$ cat config.mk
export PLATFORM = sky130hd
export DESIGN_NAME = dvi_video_timing_ctrl
export DESIGN_NICKNAME = d
export VERILOG_FILES = /design/src/rtl/dvi_timing_pkg.sv /design/src/rtl/dvi_axis_counter.sv /design/src/rtl/dvi_video_timing_ctrl.sv
export SDC_FILE = /design/constraint.sdc
export NUM_CORES = 1
export LEC_CHECK = 0
export ABC_AREA = 1
export BUFFER_PORTS_ARGS = -buffer_cell sky130_fd_sc_hd__buf_2
export CORE_ASPECT_RATIO = 0.75
export CORE_MARGIN = 2
export CORE_UTILIZATION = 30
export DETAILED_ROUTE_END_ITERATION = 10
export PLACE_DENSITY = 0.56
export SLEW_MARGIN = 10
export SYNTH_ARGS = -nofsm -noshare
export SYNTH_HDL_FRONTEND = slang
export SYNTH_SLANG_ARGS = --single-unit
export TNS_END_PERCENT = 10
$ cat constraint.sdc
create_clock -name clk -period 3.45 [get_ports clk]
set_input_delay 0.5175 -clock clk [delete_from_list [all_inputs] [get_ports clk]]
set_output_delay 0.5175 -clock clk [all_outputs]
set_load 0.005 [all_outputs]
$ cat src/rtl/dvi_timing_pkg.sv
// Shared constants and types for the DVI raster timing controller.
// 640x480@60 default timing, FSM state type, RGB pixel type and colour-bar table.
package dvi_timing_pkg;

    localparam int DEF_H_ACTIVE = 640;
    localparam int DEF_H_FP     = 16;
    localparam int DEF_H_SYNC   = 96;
    localparam int DEF_H_BP     = 48;
    localparam int DEF_V_ACTIVE = 480;
    localparam int DEF_V_FP     = 10;
    localparam int DEF_V_SYNC   = 2;
    localparam int DEF_V_BP     = 33;
    localparam bit DEF_SYNC_POL = 1'b0;

    typedef enum logic [1:0] {
        IDLE  = 2'd0,
        RUN   = 2'd1,
        DRAIN = 2'd2
    } state_t;

    typedef logic [23:0] rgb24_t;

    // Left to right: white, yellow, cyan, green, magenta, red, blue, black.
    localparam rgb24_t COLOUR_BARS [0:7] = '{
        24'hFFFFFF, 24'hFFFF00, 24'h00FFFF, 24'h00FF00,
        24'hFF00FF, 24'hFF0000, 24'h0000FF, 24'h000000
    };

    function automatic int h_total(input int active, input int fp, input int sync, input int bp);
        return active + fp + sync + bp;
    endfunction

    function automatic int v_total(input int active, input int fp, input int sync, input int bp);
        return active + fp + sync + bp;
    endfunction

endpackage

$ cat src/rtl/dvi_axis_counter.sv
// One raster axis: wrap counter over active+porches+sync with active and sync-window decode.
// Used once per line (horizontal) and once per frame (vertical).
module dvi_axis_counter
    import dvi_timing_pkg::*;
#(
    parameter int ACTIVE = DEF_H_ACTIVE,
    parameter int FP     = DEF_H_FP,
    parameter int SYNC   = DEF_H_SYNC,
    parameter int BP     = DEF_H_BP,
    parameter int W      = $clog2(ACTIVE + FP + SYNC + BP)
) (
    input  logic         clk,
    input  logic         rst_n,
    input  logic         i_clr,
    input  logic         i_step,
    output logic [W-1:0] o_cnt,
    output logic         o_last,
    output logic         o_active,
    output logic         o_sync
);

    localparam int TOT = h_total(ACTIVE, FP, SYNC, BP);

    logic [W-1:0] r_cnt;

    always_ff @(posedge clk or negedge rst_n) begin
        if (!rst_n) begin
            r_cnt <= '0;
        end else if (i_clr) begin
            r_cnt <= '0;
        end else if (i_step) begin
            r_cnt <= o_last ? '0 : r_cnt + 1'b1;
        end
    end

    assign o_cnt    = r_cnt;
    assign o_last   = (32'(r_cnt) == TOT - 1);
    assign o_active = (32'(r_cnt) < ACTIVE);
    assign o_sync   = (32'(r_cnt) >= ACTIVE + FP) && (32'(r_cnt) < ACTIVE + FP + SYNC);

endmodule

$ cat src/rtl/dvi_video_timing_ctrl.sv
// DVI raster generator: hsync/vsync/de timing, pixel pull from upstream, registered TMDS-side outputs.
// Optional internal colour bars when built with DVI_TIMING_PATTERN_EN defined.
module dvi_video_timing_ctrl
    import dvi_timing_pkg::*;
#(
    parameter int H_ACTIVE = DEF_H_ACTIVE,
    parameter int H_FP     = DEF_H_FP,
    parameter int H_SYNC   = DEF_H_SYNC,
    parameter int H_BP     = DEF_H_BP,
    parameter int V_ACTIVE = DEF_V_ACTIVE,
    parameter int V_FP     = DEF_V_FP,
    parameter int V_SYNC   = DEF_V_SYNC,
    parameter int V_BP     = DEF_V_BP,
    parameter bit SYNC_POL = DEF_SYNC_POL
) (
    input  logic        clk,
    input  logic        rst_n,
    input  logic        enable,
    input  logic        pix_valid,
    input  logic [23:0] pix_rgb,
    output logic        pix_rd,
    input  logic        test_mode,
    output logic [23:0] vid_rgb,
    output logic        vid_de,
    output logic        vid_hsync,
    output logic        vid_vsync,
    output logic        frame_start,
    output logic        running,
    output logic        underflow
);

    localparam int H_TOT = h_total(H_ACTIVE, H_FP, H_SYNC, H_BP);
    localparam int V_TOT = v_total(V_ACTIVE, V_FP, V_SYNC, V_BP);
    localparam int HW    = $clog2(H_TOT);
    localparam int VW    = $clog2(V_TOT);

    state_t          r_state;
    logic            r_running;
    logic [HW-1:0]   w_hcnt;
    logic [VW-1:0]   w_vcnt;
    logic            w_h_last, w_h_active, w_h_sync;
    logic            w_v_last, w_v_active, w_v_sync;
    logic            w_run, w_active, w_frame_end, w_pix_rd;
    rgb24_t          w_src_rgb;
    rgb24_t          r_rgb;
    logic            r_de, r_hsync, r_vsync, r_frame_start, r_underflow;

    assign w_run = (r_state != IDLE);

    dvi_axis_counter #(
        .ACTIVE(H_ACTIVE), .FP(H_FP), .SYNC(H_SYNC), .BP(H_BP), .W(HW)
    ) u_hcnt (
        .clk(clk), .rst_n(rst_n), .i_clr(~w_run), .i_step(w_run),
        .o_cnt(w_hcnt), .o_last(w_h_last), .o_active(w_h_active), .o_sync(w_h_sync)
    );

    dvi_axis_counter #(
        .ACTIVE(V_ACTIVE), .FP(V_FP), .SYNC(V_SYNC), .BP(V_BP), .W(VW)
    ) u_vcnt (
        .clk(clk), .rst_n(rst_n), .i_clr(~w_run), .i_step(w_run & w_h_last),
        .o_cnt(w_vcnt), .o_last(w_v_last), .o_active(w_v_active), .o_sync(w_v_sync)
    );

    assign w_frame_end = w_h_last & w_v_last;
    assign w_active    = w_run & w_h_active & w_v_active;

`ifdef DVI_TIMING_PATTERN_EN
    localparam int BAR_W = H_ACTIVE / 8;
    logic [2:0] w_bar_idx;

    assign w_bar_idx = 3'(32'(w_hcnt) / BAR_W);
    // Colour bars are self-sourced, so upstream is never read and cannot underflow.
    assign w_pix_rd  = w_active & ~test_mode;
    assign w_src_rgb = test_mode ? COLOUR_BARS[w_bar_idx] : (pix_valid ? pix_rgb : '0);
`else
    logic w_unused_test_mode;

    assign w_unused_test_mode = test_mode;
    assign w_pix_rd  = w_active;
    assign w_src_rgb = pix_valid ? pix_rgb : '0;
`endif

    assign pix_rd = w_pix_rd;

    // Drain finishes only on the last pixel of a frame so the sink never sees a partial frame.
    always_ff @(posedge clk or negedge rst_n) begin
        if (!rst_n) begin
            r_state   <= IDLE;
            r_running <= 1'b0;
        end else begin
            case (r_state)
                IDLE: begin
                    if (enable) begin
                        r_state   <= RUN;
                        r_running <= 1'b1;
                    end
                end
                RUN: begin
                    if (!enable) begin
                        r_state <= DRAIN;
                    end
                end
                DRAIN: begin
                    if (enable) begin
                        r_state <= RUN;
                    end else if (w_frame_end) begin
                        r_state   <= IDLE;
                        r_running <= 1'b0;
                    end
                end
                default: begin
                    r_state   <= IDLE;
                    r_running <= 1'b0;
                end
            endcase
        end
    end

    always_ff @(posedge clk or negedge rst_n) begin
        if (!rst_n) begin
            r_rgb         <= '0;
            r_de          <= 1'b0;
            r_hsync       <= ~SYNC_POL;
            r_vsync       <= ~SYNC_POL;
            r_frame_start <= 1'b0;
            r_underflow   <= 1'b0;
        end else begin
            r_rgb         <= w_active ? w_src_rgb : '0;
            r_de          <= w_active;
            r_hsync       <= (w_run & w_h_sync) ? SYNC_POL : ~SYNC_POL;
            r_vsync       <= (w_run & w_v_sync) ? SYNC_POL : ~SYNC_POL;
            r_frame_start <= w_active & (w_hcnt == '0) & (w_vcnt == '0);
            r_underflow   <= r_underflow | (w_pix_rd & ~pix_valid);
        end
    end

    assign vid_rgb     = r_rgb;
    assign vid_de      = r_de;
    assign vid_hsync   = r_hsync;
    assign vid_vsync   = r_vsync;
    assign frame_start = r_frame_start;
    assign running     = r_running;
    assign underflow   = r_underflow;

endmodule
==> flow_summary_export.csv <==
group,metric,value,unit
outcome,outcome,"completed",
timing,timing.final.crit_share,0.671,
die,chipHeight,81.2,um
power_and_ir_drop,leakage,1.46,nW
logic_synthesis,synth_cell_types,31,
timing,hold_viol,0,
die,die_area,8690,um^2
setup_path,timing.critical_path.cells,"nor2_4, clkinv_4, nand2_2, nor2_2, nand3_4, inv_1, buf_2",
cells_and_area,fin_nets,362,
logic_synthesis,mappedNetlistArea,2380,um^2
clocking,cts_repair_resize_count,0,
timing,slew_at_the_pin_closest_to_its_max_slew_limit,774,ps
clocking,worst_skew_pair.late_latency,300,ps
setup_path,cp-start-kind,"flop",
logic_synthesis,synthArstFlopShare,1.00,
drt,wire_per_inst,11.8,um
global_routing,globalRoute.totalOverflow,0,
setup_path,critical_path.startpoint,"r_state[0]",
timing,timing.final.max_slew_violations,0,
drt,dr.pass1.iters,4,
cells_and_area,final_core_util,0.369,
drt,drt-vias-per-instance,4.34,
place,place_hpwl,3810,um
setup_path,setup.worst_path.end_class,"output port",
cells_and_area,fin_cells,435,
global_routing,use_met2,0.189,
drt,wl,5150,um
die,fp.dieW,107,um
global_routing,grt_busiest_layer,"met2",
setup_path,crit_fanout,26,
die,initial_utilization,0.305,
clocking,numCtsBuffers,5,
flow_run,max_cap_viol_count,0,
cells_and_area,most-common-layout-cells,"buf_2, nand2_1, dfrtp_1, nor2_1, inv_1",
logic_synthesis,synthesis.nets,302,
cells_and_area,syn_to_final_growth,20.8,%
clocking,cts-htree-levels,2,
timing,timing.setup.tns,0,ps
logic_synthesis,synth-edff-count,0,
hold_path,hold_path.class,"primary input to asynchronous set/reset pin",
clocking,cts.path.max_buffers,2,
global_routing,grt.met1_usage,0.185,
logic_synthesis,register_bit_count_reported_by_yosys,52,
clocking,numClockSinks,52,
place,gpl.final_weighted_congestion,0.803,
place,placed_cells_incl_taps,427,
die,io_pins,60,
timing,fin_ws,1130,ps
drt,postRouteAntennaNets,0,
clocking,cts_hold_buf,0,
clocking,ctsRootBufferMaster,"clkbuf_8",
place,io_buffer_count,58,
setup_path,arrival,1800,ps
clocking,worst_setup_hold_path_clk_slew,90,ps
global_routing,global_route.usage.total,0.127,
setup_path,crit_path_max_incr_delay,440,ps
cells_and_area,drive_gt1_frac,0.294,
timing,fin_skew,7.35,ps
drt,detailedRoute.firstIterationViolations,85,
setup_path,crit_required,2930,ps
setup_path,timing_worst_setup_path_type,"flop to output port",
global_routing,globalRouteMet3Util,0.0233,
global_routing,grt_pass1_wl,8760,um
logic_synthesis,ys_dominant_reg_cell,"dfrtp_1",
cells_and_area,fin_area,2880,um^2
drt,routed-via-count,1890,
setup_path,timing.critical_path.slowest_stage_cell,"dfrtp_1",
timing,grt_setup_unrepaired,"no",
power_and_ir_drop,vdd_ir_drop_max,175,uV
timing,max_transition_margin,0.484,
logic_synthesis,post_synth.cell_area_avg,8.87,um^2
power_and_ir_drop,power_density_over_the_cells,426,nW/um^2
clocking,tritoncts,"done",
global_routing,grt_max_degree,36,
power_and_ir_drop,post-layout-total-power,1.23,mW
die,core-area,7810,um^2
logic_synthesis,syn-instance-count,269,
cells_and_area,fillers,822,
place,postPlaceCellArea,2770,um^2
setup_path,crit-reg2reg-launch,"u_hcnt.o_cnt[0]",
die,number_of_rows_in_the_core_area,28,
clocking,cts_post_setup_buffers_inserted,0,
logic_synthesis,yosys_warning_total,0,
drt,route.detailed.drc,0,
setup_path,worst_r2r_path_depth,8,
global_routing,first_global_vias,1846,
timing,period_minus_slack,2320,ps
timing,setup_violations,0,
cells_and_area,layout.cells.most_common,"buf_2",
logic_synthesis,register_area_share_after_synthesis,0.547,
cells_and_area,diodes,0,
timing,fmax,0.432,GHz
global_routing,grt_antenna_before_repair,0,
timing,finalHoldWorstSlack,284,ps
place,pre_cts_setup_slack,1440,ps
==> worst max-delay path, delay by kind of cell (launching register included) <==
kind | cells | cell delay [ps]
simple gates | 4 | 670
flops | 1 | 440
buf+inv | 3 | 370
==> synth_stat cells (3+ instances only) <==
library cell  count  area, um^2
nand2_1          56         210
dfrtp_1          50        1250
nor2_1           36         135
inv_1            30         113
nand3_1          15        75.1
nor2_2           13        81.3
o21ai_0          12        60.1
a21oi_1           9        45.0
nand4_1           8        50.1
nor3_1            5        25.0
ha_1              4        50.1
clkbuf_1          3        11.3
nand2_2           3        18.8
nor2_4            3        33.8
==> state kept, by name, summed over array words and instances (netlist names) <==
name	count
r_state	2
vid_vsync	1
u_hcnt.o_cnt	10
running	1
frame_start	1
vid_de	1
underflow	1
vid_rgb	24
vid_hsync	1
u_vcnt.o_cnt	10
==> logic make-up (layout without fill, tap and decap cells) <==
logic type	count (synthesis)	after routing	share of synthesized area
AOI/OAI and AO/OA	25	25	0.0593
xor gates and xnor gates	1	1	0.00367
adders and majority gates	4	4	0.0210
buffers and inverters	39	100	0.0714
DFF	52	52	0.547
and+or+nand+nor	148	148	0.298
==> worst paths after layout <==
kind | to | slack, ps
setup / recovery | pix_rd | 1130
hold / removal | u_hcnt.o_cnt[2] | 280
setup reg to reg | u_hcnt.o_cnt[2] | 1760
hold reg to reg | running | 480
max in group asynchronous | vid_hsync | 2370
min in group clk | vid_rgb[18] | 420
==> power by group <==
group	leakage (nW)	internal [mW]	switching, mW
Combinational	0.719	0.0597	0.0956
Clock	0.0552	0.215	0.195
Sequential	0.687	0.642	0.0187
==> metal layers <==
metal | share of wire | up-vias
met5 | 0 | -
li1 | - | 975
met2 | 0.42 | 41
met1 | 0.52 | 869
met3 | 0.046 | 5
met4 | 0.012 | 0
==> cell type report <==
cell class,count,area (um^2),area share
clock buffers,6,72.6,0.0252
flip-flops and latches,52,1300,0.453
repair buffers,59,298,0.103
clock inverters,2,35.0,0.0122
well taps,105,131,0.0456
inverters,33,129,0.0447
multi-input cells,178,911,0.316
Power figures use the tool's default switching activity.
